### src/rtl/pipeline_pkg.sv
// rtl/pipeline_pkg.sv - shared widths, opcode-flag struct and writeback state for the pipeline
package pipeline_pkg;

  localparam int ADDR_WIDTH              = 32;
  localparam int DATA_WIDTH              = 32;
  localparam int NUM_REGISTERS           = 32;
  localparam int REGISTER_INDEXING_WIDTH = $clog2(NUM_REGISTERS);

  typedef struct packed {
    logic load;
    logic store;
    logic environment;
    logic opcode_legal;
    logic register_arith;
    logic immediate_arith;
    logic branch;
    logic immediate_jump;
    logic register_jump;
    logic load_upper;
    logic load_upper_pc;
  } opcode_flags_t;

  typedef enum logic [1:0] {
    EMPTY  = 2'd0,
    WRITE  = 2'd1,
    HALTED = 2'd2
  } wb_state_t;

  // An environment call or an unrecognised opcode stops the pipeline for good.
  function automatic logic entry_halts(input opcode_flags_t flags);
    return flags.environment || !flags.opcode_legal;
  endfunction

endpackage

### src/rtl/retire_counter.sv
// rtl/retire_counter.sv - 64-bit retired-instruction counter with synchronous clear
module retire_counter (
  input  logic        clk,
  input  logic        rst,
  input  logic        inc,
  output logic [63:0] count
);

  // Natural binary wrap from all-ones back to zero.
  always_ff @(posedge clk) begin
    if (rst) begin
      count <= '0;
    end else if (inc) begin
      count <= count + 64'd1;
    end
  end

endmodule

### src/rtl/writeback_stage.sv
// rtl/writeback_stage.sv - final pipeline stage driving the register-file write port and halt
// Optional retired-instruction counter enabled by defining RETIRE_COUNTER_EN.
module writeback_stage #(
  parameter int ADDR_WIDTH              = pipeline_pkg::ADDR_WIDTH,
  parameter int DATA_WIDTH              = pipeline_pkg::DATA_WIDTH,
  parameter int NUM_REGISTERS           = pipeline_pkg::NUM_REGISTERS,
  parameter int REGISTER_INDEXING_WIDTH = $clog2(NUM_REGISTERS)
) (
  input  logic                               clk,
  input  logic                               rst,
  input  logic                               prev_done,
  output logic                               stall_prev,
  input  logic [ADDR_WIDTH-1:0]              program_count_in,
  input  logic                               program_count_valid_in,
  input  logic                               load_in,
  input  logic                               store_in,
  input  logic                               environment_in,
  input  logic                               opcode_legal_in,
  input  logic                               register_arith_in,
  input  logic                               immediate_arith_in,
  input  logic                               branch_in,
  input  logic                               immediate_jump_in,
  input  logic                               register_jump_in,
  input  logic                               load_upper_in,
  input  logic                               load_upper_pc_in,
  input  logic [REGISTER_INDEXING_WIDTH-1:0] write_register_in,
  input  logic                               write_register_valid_in,
  input  logic [DATA_WIDTH-1:0]              result_data_in,
  input  logic                               result_data_valid_in,
  output logic                               reg_write_enable,
  output logic [REGISTER_INDEXING_WIDTH-1:0] reg_write_index,
  output logic [DATA_WIDTH-1:0]              reg_write_data,
  output logic                               halted,
  output logic [ADDR_WIDTH-1:0]              halt_pc
`ifdef RETIRE_COUNTER_EN
  ,
  output logic [63:0]                        retired_count
`endif
);

  import pipeline_pkg::*;

  wb_state_t                        state;
  opcode_flags_t                    flags_in;
  opcode_flags_t                    flags_q;
  logic [ADDR_WIDTH-1:0]            pc_q;
  logic [REGISTER_INDEXING_WIDTH-1:0] wr_idx_q;
  logic                             wr_idx_valid_q;
  logic [DATA_WIDTH-1:0]            data_q;
  logic                             data_valid_q;
  logic                             transfer_prev;
  logic                             halting;
  logic                             load_entry;

  assign flags_in = '{
    load:            load_in,
    store:           store_in,
    environment:     environment_in,
    opcode_legal:    opcode_legal_in,
    register_arith:  register_arith_in,
    immediate_arith: immediate_arith_in,
    branch:          branch_in,
    immediate_jump:  immediate_jump_in,
    register_jump:   register_jump_in,
    load_upper:      load_upper_in,
    load_upper_pc:   load_upper_pc_in
  };

  assign stall_prev    = rst || (state == HALTED);
  assign transfer_prev = prev_done && !stall_prev;
  assign halting       = (state == WRITE) && entry_halts(flags_q);

  // An entry taken alongside a halting WRITE is dropped, so the held entry (and
  // with it the visible write index/data) stays on the last real instruction.
  assign load_entry = transfer_prev && ((state == EMPTY) || ((state == WRITE) && !halting));

  assign reg_write_enable = (state == WRITE) && wr_idx_valid_q && data_valid_q &&
                            (wr_idx_q != '0) && flags_q.opcode_legal && !flags_q.environment;
  assign reg_write_index  = wr_idx_q;
  assign reg_write_data   = data_q;

  always_ff @(posedge clk) begin
    if (rst) begin
      state   <= EMPTY;
      halted  <= 1'b0;
      halt_pc <= '0;
    end else begin
      case (state)
        EMPTY: begin
          if (transfer_prev) begin
            state <= WRITE;
          end
        end
        WRITE: begin
          if (halting) begin
            state   <= HALTED;
            halted  <= 1'b1;
            halt_pc <= pc_q;
          end else if (!transfer_prev) begin
            state <= EMPTY;
          end
        end
        HALTED: begin
          state <= HALTED;
        end
        default: begin
          state <= EMPTY;
        end
      endcase
    end
  end

  always_ff @(posedge clk) begin
    if (rst) begin
      flags_q        <= '0;
      pc_q           <= '0;
      wr_idx_q       <= '0;
      wr_idx_valid_q <= 1'b0;
      data_q         <= '0;
      data_valid_q   <= 1'b0;
    end else if (load_entry) begin
      flags_q        <= flags_in;
      pc_q           <= program_count_in;
      wr_idx_q       <= write_register_in;
      wr_idx_valid_q <= write_register_valid_in;
      data_q         <= result_data_in;
      data_valid_q   <= result_data_valid_in;
    end
  end

  // Opcode classes other than halt/legality travel with the entry but steer nothing here.
  logic unused_flags;
  assign unused_flags = ^{program_count_valid_in, flags_q.load, flags_q.store,
                          flags_q.register_arith, flags_q.immediate_arith, flags_q.branch,
                          flags_q.immediate_jump, flags_q.register_jump, flags_q.load_upper,
                          flags_q.load_upper_pc};

`ifdef RETIRE_COUNTER_EN
  logic retire_inc;

  // Environment calls retire before halting; illegal opcodes never retire.
  assign retire_inc = (state == WRITE) && flags_q.opcode_legal;

  retire_counter u_retire_counter (
    .clk   (clk),
    .rst   (rst),
    .inc   (retire_inc),
    .count (retired_count)
  );
`else
  // Without the counter, retirement is visible only through the write port.
`endif

endmodule
### config.mk
export PLATFORM = sky130hd
export DESIGN_NAME = writeback_stage
export DESIGN_NICKNAME = d
export VERILOG_FILES = /design/src/rtl/pipeline_pkg.sv /design/src/rtl/retire_counter.sv /design/src/rtl/writeback_stage.sv
export SDC_FILE = /design/constraint.sdc
export NUM_CORES = 1
export LEC_CHECK = 0
export ABC_CLOCK_PERIOD_IN_PS = 1900
export CELL_PAD_IN_SITES_DETAIL_PLACEMENT = 0
export CELL_PAD_IN_SITES_GLOBAL_PLACEMENT = 1
export CORE_MARGIN = 2
export CORE_UTILIZATION = 34
export DETAILED_ROUTE_END_ITERATION = 10
export PLACE_DENSITY_LB_ADDON = 0.1
export SLEW_MARGIN = 5
export SYNTH_ARGS = -nofsm -noshare
export SYNTH_HDL_FRONTEND = slang
export SYNTH_SLANG_ARGS = --single-unit
### constraint.sdc
create_clock -name clk -period 1.9 [get_ports clk]
set_clock_uncertainty 0.1 [all_clocks]
set_input_delay 0.38 -clock clk [delete_from_list [all_inputs] [get_ports clk]]
set_output_delay 0.38 -clock clk [all_outputs]
set_load 0.01 [all_outputs]
==> results of run 1 <==
-- state kept, by name (all words and copies together) (netlist names) --
name and cells:
reg_write_data 32, pc_q 32, flags_q 2, state 2, halt_pc 32, wr_idx_valid_q 1, halted 1, data_valid_q 1
reg_write_index 5
-- power breakdown --
part	total, mW	leakage, nW	switching (mW)	internal (mW)
clock network	1.91	0.149	0.818	1.09
logic	0.949	1.53	0.354	0.594
registers	2.51	0.885	0.0782	2.43
total	5.36	2.56	1.25	4.11
-- cells in the final DEF, fill, tap and decap left out --
cell             count
clkdlybuf4s50_1    144
dfxtp_1            108
nor2b_1             73
mux2_4              59
a21oi_1             35
nand3_1             32
o21ai_0             32
mux2_2              14
buf_4               13
clkbuf_16            9
nand2b_1             3
buf_12               3
inv_1                2
nand2_1              2
nor2_1               2
nor2b_4              2
clkbuf_8             2
clkinv_2             2
nor3_1               1
nand4_1              1
nor2_2               1
o211ai_4             1
bufinv_16            1
clkinvlp_4           1
clkbuf_1             1
buf_2                1
dlygate4sd2_1        1
-- logic make-up (layout without fill, tap and decap cells) --
family	after synthesis	after routing	share of synthesized area, %
and+or+nand+nor	117	117	15.51
DFF	108	108	48.73
muxes	73	73	23.52
buffers and inverters	36	180	4.399
AOI/OAI and AO/OA	68	68	7.840
-- worst max-delay path, delay by kind of cell, from the launching register on --
family | cells | cell delay (ns)
and+or+nand+nor | 1 | 0.14
AOI/OAI and AO/OA | 1 | 0.31
DFF | 1 | 0.32
buffers and inverters | 2 | 0.50
muxes | 1 | 0.33
-- timing repair --
item / 4_1_cts / 5_1_grt
hold buffers: 0 / 0
setup endpoints to repair: 2 / 0
resized for setup: 5 / 0
setup buffers: 0 / 0
-- layout make-up --
class / count / area, um^2 / area share (%)
Inverter: 2 / 7.507 / 0.1173
Tap cell: 172 / 215.2 / 3.364
Multi-Input combinational cell: 258 / 2096 / 32.76
Clock inverter: 4 / 47.55 / 0.7432
Timing Repair Buffer: 162 / 1613 / 25.21
Clock buffer: 12 / 256.5 / 4.009
Sequential cell: 108 / 2162 / 33.80
-- worst max-delay path by stage --
stage | endpoint | slack [ns]
CTS | pc_q[23] | 0.06
detailed placement | pc_q[23] | 0.01
finish | pc_q[23] | 0.09
global placement | pc_q[21] | 0.05
global route | pc_q[23] | 0.01
floorplan | reg_write_enable | 0.34
-- per-layer routing --
metal	share of wire (%)	vias up	routed length, um
met5	0	-	0
met4	1.3	0	138
met3	9.7	8	1023
met2	45	100	4709
met1	45	1549	4709
li1	-	1639	-
==> reports/qor.txt, run 1 <==
status: complete, no violations
hold slack: 0.3451 ns
Die Area: 13980 um^2
vias per cell: 4.591
Final HPWL DP: 6957 um
Worst R2R Start: flags_q[7]
antenna violations before repair: 0
DR pass1 iterations: 6
LEAKAGE: 2.562 nW
Endpoint, Worst Hold: halt_pc[19]
top cells by count, synth: 108 x dfxtp_1, 74 x nor2b_1, 59 x mux2_4
post-synthesis sequential area ratio: 48.73%
Mapped Area: 4437 um^2
post-layout min period: 1.814 ns
setup violators final: 0
crit end category: flop
max cap viols: 0
Post-route DRC: 0
initial core utilization: 35.02%
initial drt markers: 245
port bufs: 147
Slew HR: 72.11%
DP Worst Slack: 0.01153 ns
Syn Area/Cell: 11.04 um^2
Cell Chain, Critical Path: nor2b_4 > buf_4 > o211ai_4 > buf_4 > mux2_4
Site Rows: 41
Total Power: 5.363 mW
Setup CP Type: flop to flop
worst hold path class: input port to flop
clk sinks: 108
Worst-Margin Slew: 0.4183 ns
first-pass GRT wire length: 17180 um
Yosys warnings: 0
non-filler instance count after layout: 718
fin. max-slew vios: 0
gr busiest metal: met2
final hold vios: 0
# fillers: 1186
vias in the first global route: 3418
total grt overflow: 0
data required time of the critical path: 2.03 ns
most used cell, CP: buf_4
Root Buffer: clkbuf_16
CTS tree: yes
Layout Nets: 627
synth top area cells: dfxtp_1 49%, mux2_4 20%, nor2b_1 10%
Final WS setup: 0.08587 ns
Synth async-reset ratio: 0%
CP max FO: 11
Arr. time, crit path: 1.94 ns
Cell variety after synth: 20
ANT cells: 0
pwr dens: 838.3 nW/um^2
CTS clk-pin slew, worst paths: 0.07 ns
Synth Register Bits: 108
CTS Buf Count: 9
Hold Startpoint: rst
Syn Inst Count: 402
htree depth: 3
largest net degree at the start of global routing: 96
main flop type after synthesis: dfxtp_1
clk_lat worst skew: 0.34 ns
setup TNS: 0 ns
Design Area, Final: 6397 um^2
R2R Setup Slk: 0.09 ns
top-area cell type share of the netlist area: 48.73%
vias: 3296
Avg WL per Cell: 14.74 um
Post-Route WL: 10580 um
final core occ: 50.49%
RSZ-0062 raised after global routing: no
maximum VDD drop: 0.6332 mV
clock buffer depth: 2
R2R depth: 5
GP Congestion: 0.6848
cell accounting for the most synthesized area: dfxtp_1
critical path's slowest cell: mux2_4
I/O Pins: 158
crit-path max cell delay: 0.33 ns
Peak Freq: 551.2 MHz
syn nets: 488
DIE WIDTH: 118.2 um
core area: 12670 um^2
Routed Antenna Nets: 0
critical path launch point: flags_q[7]
Die H: 118.2 um
R2R Path End: pc_q[23]
layout overhead on the synthesized area: 44.19%
most instantiated library cell after synthesis: dfxtp_1
EDFF count, synth: 0
met3 GRT Util: 8.446%
layout cells sized above 1: 19.96%
GR Layer Usage met1: 18.54%
Worst Setup Start Kind: flop
met2 global-route usage: 23.88%
Worst Hold Path Cells: 3
Placed Cells: 702
DP Area: 6100 um^2
total track usage: 15.45%
crit share post-route: 95.48%
No activity file was read; power rests on OpenSTA's default activity.
==> run 2, diff against run 1 <==
CORE_MARGIN = 3   (was 2)
SKIP_LAST_GASP = 1   (was unset)
==> run 2 against run 1 <==
Critical path depth is 1 lower. Clock-buffer cell count is 2 higher. Wire length is 2.5% higher.
==> reports/qor.txt, run 2 (synthesis gave the netlist of run 1 again) <==
hold slack: 0.3598 ns
vias in the first global route: 3504
status: complete, no violations
Avg WL per Cell: 15.12 um
critical path's slowest cell: dfxtp_1
Root Buffer: clkbuf_16
maximum VDD drop: 0.5694 mV
core area: 12670 um^2
setup violators final: 0
clk sinks: 108
Final HPWL DP: 7059 um
CTS tree: yes
post_cts resized: 2
crit share post-route: 94.24%
port bufs: 147
DP Area: 6085 um^2
pwr dens: 816.7 nW/um^2
first-pass GRT wire length: 17770 um
data required time of the critical path: 1.42 ns
critical path launch point: state[1]
# fillers: 1175
GP Congestion: 0.6869
CTS Buf Count: 9
Post-CTS Setup Repair Bufs: 0
final hold vios: 0
worst hold path class: flop to flop
clk_lat worst skew: 0.35 ns
Site Rows: 41
R2R depth: 5
clock buffer depth: 2
layout overhead on the synthesized area: 43.01%
Cell Chain, Critical Path: buf_4 > nand2_1 > nand2b_1 > dlygate4sd2_1
R2R Setup Slk: 0.14 ns
RSZ-0062 raised after global routing: no
Peak Freq: 558.5 MHz
Hold Startpoint: pc_q[10]
Routed Antenna Nets: 0
Layout Nets: 625
Worst Hold Path Cells: 2
vias per cell: 4.577
crit end category: primary output
LEAKAGE: 2.535 nW
Worst-Margin Slew: 0.4358 ns
Post-route DRC: 0
total grt overflow: 0
Die H: 120.2 um
Setup CP Type: flop to primary output
R2R Path End: reg_write_data[5]
htree depth: 3
largest net degree at the start of global routing: 86
initial core utilization: 35.02%
final core occ: 50.07%
commonest non-fill, non-tap cells in the layout: 144 x clkdlybuf4s50_1, 108 x dfxtp_1, 73 x nor2b_1, 59 x mux2_4, 35 x a21oi_1
I/O Pins: 158
post-layout min period: 1.791 ns
fin. max-slew vios: 0
Die Area: 14460 um^2
initial drt markers: 187
Slew HR: 70.94%
Worst Setup Start Kind: flop
crit-path max cell delay: 0.39 ns
layout cells sized above 1: 19.12%
Post-Route WL: 10840 um
total track usage: 15.62%
Endpoint, Worst Hold: halt_pc[10]
DR pass1 iterations: 4
DIE WIDTH: 120.2 um
Design Area, Final: 6345 um^2
vias: 3282
CTS clk-pin slew, worst paths: 0.07 ns
Worst R2R Start: flags_q[7]
max cap viols: 0
Arr. time, crit path: 1.31 ns
antenna violations before repair: 0
quantity of hold-fixing buffers added after cts: 0
commonest non-fill, non-tap cell in the layout: clkdlybuf4s50_1
CP max FO: 3
run 2: per-layer routing:
metal  share of wire [%]  wire (um)  GRT usage, %
met1                  43       4631         17.70
met2                  46       5041         25.40
met3                 9.3       1004         8.138
met4                 1.5        163         5.241
met5                   0          0             0
run 2: worst max path at each step:
stage               slack [ns]            endpoint
floorplan                 0.34    reg_write_enable
global placement          0.05  reg_write_data[31]
detailed placement        0.05            pc_q[21]
CTS                      -0.06    reg_write_enable
global route              0.02          stall_prev
finish                    0.11          stall_prev
run 2: cell type report:
| type | instances | area, um^2 | area share [%] |
|---|---|---|---|
| clock buffer | 14 | 254.0 | 4.003 |
| timing repair buffer | 160 | 1598 | 25.18 |
| tap | 172 | 215.2 | 3.392 |
| sequential | 108 | 2162 | 34.08 |
| multi-input combinational | 258 | 2096 | 33.03 |
| clock inverter | 2 | 10.01 | 0.1578 |
| inverter | 2 | 7.507 | 0.1183 |
| antenna | 1 | 2.502 | 0.03944 |
run 2: critical path, delay by kind of cell, from the launching register on:
family / cells / cell delay (ns)
flip-flops: 1 / 0.39
buffers and inverters: 2 / 0.44
AND/OR/NAND/NOR: 2 / 0.13
run 2: metrics by stage:
step | setup TNS [ns] | power, mW | worst slack (ns) | std cells
5_1_grt | 0 | 5.441 | 0.02097 | 716
6_report | 0 | 5.182 | 0.1094 | 717
3_3_place_gp | 0 | 3.500 | 0.05208 | 700
4_1_cts | -0.05584 | 5.283 | -0.05584 | 716
2_1_floorplan | 0 | 3.061 | 0.3384 | 402
3_5_place_dp | 0 | 3.511 | 0.05047 | 700
run 2: power by group:
part | internal, mW | total [mW] | switching (mW)
logic | 0.591 | 0.945 | 0.354
registers | 2.43 | 2.51 | 0.0785
clock network | 0.924 | 1.73 | 0.806
==> run 3, diff against run 2 <==
CORE_ASPECT_RATIO = 0.5   (was unset)
SETUP_SLACK_MARGIN = 0.5   (was unset)
==> run 3 against run 2 <==
Die area is 0.57% higher. Largest power group unchanged. Critical path type is now flop to flop. Clock power rose by 20%. Largest cell class unchanged. Wire length up 6.5%. Flip-flop and latch count unchanged. Clock-buffer cell count decreased by 5. Non-clock buffer count is 15 higher. Total power grew 7.8%. Maximum frequency rose by 1.7%.
==> reports/qor.txt, run 3 (synthesis gave the netlist of run 1 again) <==
Site Rows: 28
Post-route DRC: 0
Root Buffer: clkbuf_16
clk sinks: 108
share of power burned in combinational logic: 17.9%
first-pass GRT wire length: 17810 um
setup TNS: 0 ns
post-layout min period: 1.761 ns
total track usage: 15.32%
# fillers: 1131
GP Congestion: 0.6748
worst hold path class: flop to flop
total grt overflow: 0
crit end category: flop
clk_lat worst skew: 0.33 ns
pwr dens: 858.0 nW/um^2
Avg WL per Cell: 16.00 um
sequential power share: 45.0%
maximum VDD drop: 0.5145 mV
setup violators final: 0
layout overhead on the synthesized area: 46.73%
Arr. time, crit path: 1.88 ns
CTS Buf Count: 9
commonest non-fill, non-tap cells in the layout: 86 x dfxtp_1, 74 x clkdlybuf4s50_1, 73 x nor2b_1, 63 x mux2_4, 34 x a21oi_1
Post-Route WL: 11550 um
status: complete, no violations
initial drt markers: 144
port bufs: 147
largest net degree at the start of global routing: 86
DP Worst Slack: 0.02407 ns
vias: 3322
commonest non-fill, non-tap cell in the layout: dfxtp_1
layout cells sized above 1: 38.60%
ANT cells: 0
Final WS setup: 0.1395 ns
Worst Hold Path Cells: 2
vias per cell: 4.601
initial core utilization: 36.18%
CP max FO: 7
data required time of the critical path: 2.02 ns
RSZ-0062 raised after global routing: yes
Die Area: 14540 um^2
Setup CP Type: flop to flop
DR pass1 iterations: 4
DIE WIDTH: 167.6 um
Worst Setup Start Kind: flop
clock buffer depth: 2
I/O Pins: 158
CTS tree: yes
Switching Fraction: 22.77%
Slew HR: 73.41%
crit share post-route: 92.66%
Final HPWL DP: 7108 um
Layout Nets: 640
final hold vios: 0
Peak Freq: 568.0 MHz
cell-internal power: 4.314 mW
Die H: 86.78 um
Psw: 1.272 mW
LEAKAGE: 2.831 nW
clock network fraction of total power: 37.2%
Worst-Margin Slew: 0.3988 ns
max cap viols: 0
quantity of hold-fixing buffers added after cts: 0
fin. max-slew vios: 0
antenna violations before repair: 0
vias in the first global route: 3419
R2R depth: 6
Routed Antenna Nets: 0
CTS clk-pin slew, worst paths: 0.08 ns
core area: 12260 um^2
htree depth: 3
## run 3: per-layer routing
layer	global-route usage, %	part of all wire (%)
met5	0	0
met4	2.970	0.27
met3	7.426	9.0
met2	23.77	44
met1	19.66	47
## run 3: cell type report
type	instances	area, um^2	area share [%]
Clock inverter	5	102.6	1.576
Tap cell	165	206.4	3.171
Sequential cell	108	2190	33.63
Multi-Input combinational cell	258	2122	32.60
Inverter	2	7.507	0.1153
Timing Repair Buffer	175	1657	25.45
Clock buffer	9	225.2	3.460
## run 3: path summary, 6_finish.rpt
check                                start                  to  slack [ns]
worst min-delay path              pc_q[15]         halt_pc[15]        0.35
worst max register to register  flags_q[7]  reg_write_index[4]        0.14
worst max-delay path            flags_q[7]  reg_write_index[4]        0.14
worst min register to register    pc_q[15]         halt_pc[15]        0.35
## run 3: per-stage QoR
step           instances  hold slack [ns]  area (um^2)  total power [mW]  util [%]
2_1_floorplan        402           0.3392         4486             3.077         -
3_3_place_gp         695           0.3494         6107             3.521     49.81
3_5_place_dp         695           0.3509         6107             3.521     49.81
4_1_cts              715           0.3617         6566             5.618     53.55
5_1_grt              722           0.3785         6510             5.834     53.09
6_report             722           0.3536         6510             5.586     53.09
## run 3: worst max-delay path, cell delays in order (launching register included)
cell and delay (ns):
dfxtp_2 0.32, nor2b_4 0.12, buf_4 0.14, o211ai_4 0.26, buf_12 0.21, clkbuf_16 0.17, mux2_2 0.32
## run 3: what timing repair did
item                       in CTS  in global routing
cloned                          2                  6
setup endpoints to repair     145                160
pin swaps                       2                  1
resized for setup             211                 72
buffers inserted                4                  1
## run 3: power by group through the flow
stage                     registers, mW  clock network, mW  logic (mW)
after floorplan                    2.59                  0       0.490
after global placement             2.56                  0       0.965
after detailed placement           2.55                  0       0.969
after CTS                          2.51               2.13       0.976
after global routing               2.53               2.23        1.07
final                              2.51               2.08       0.998
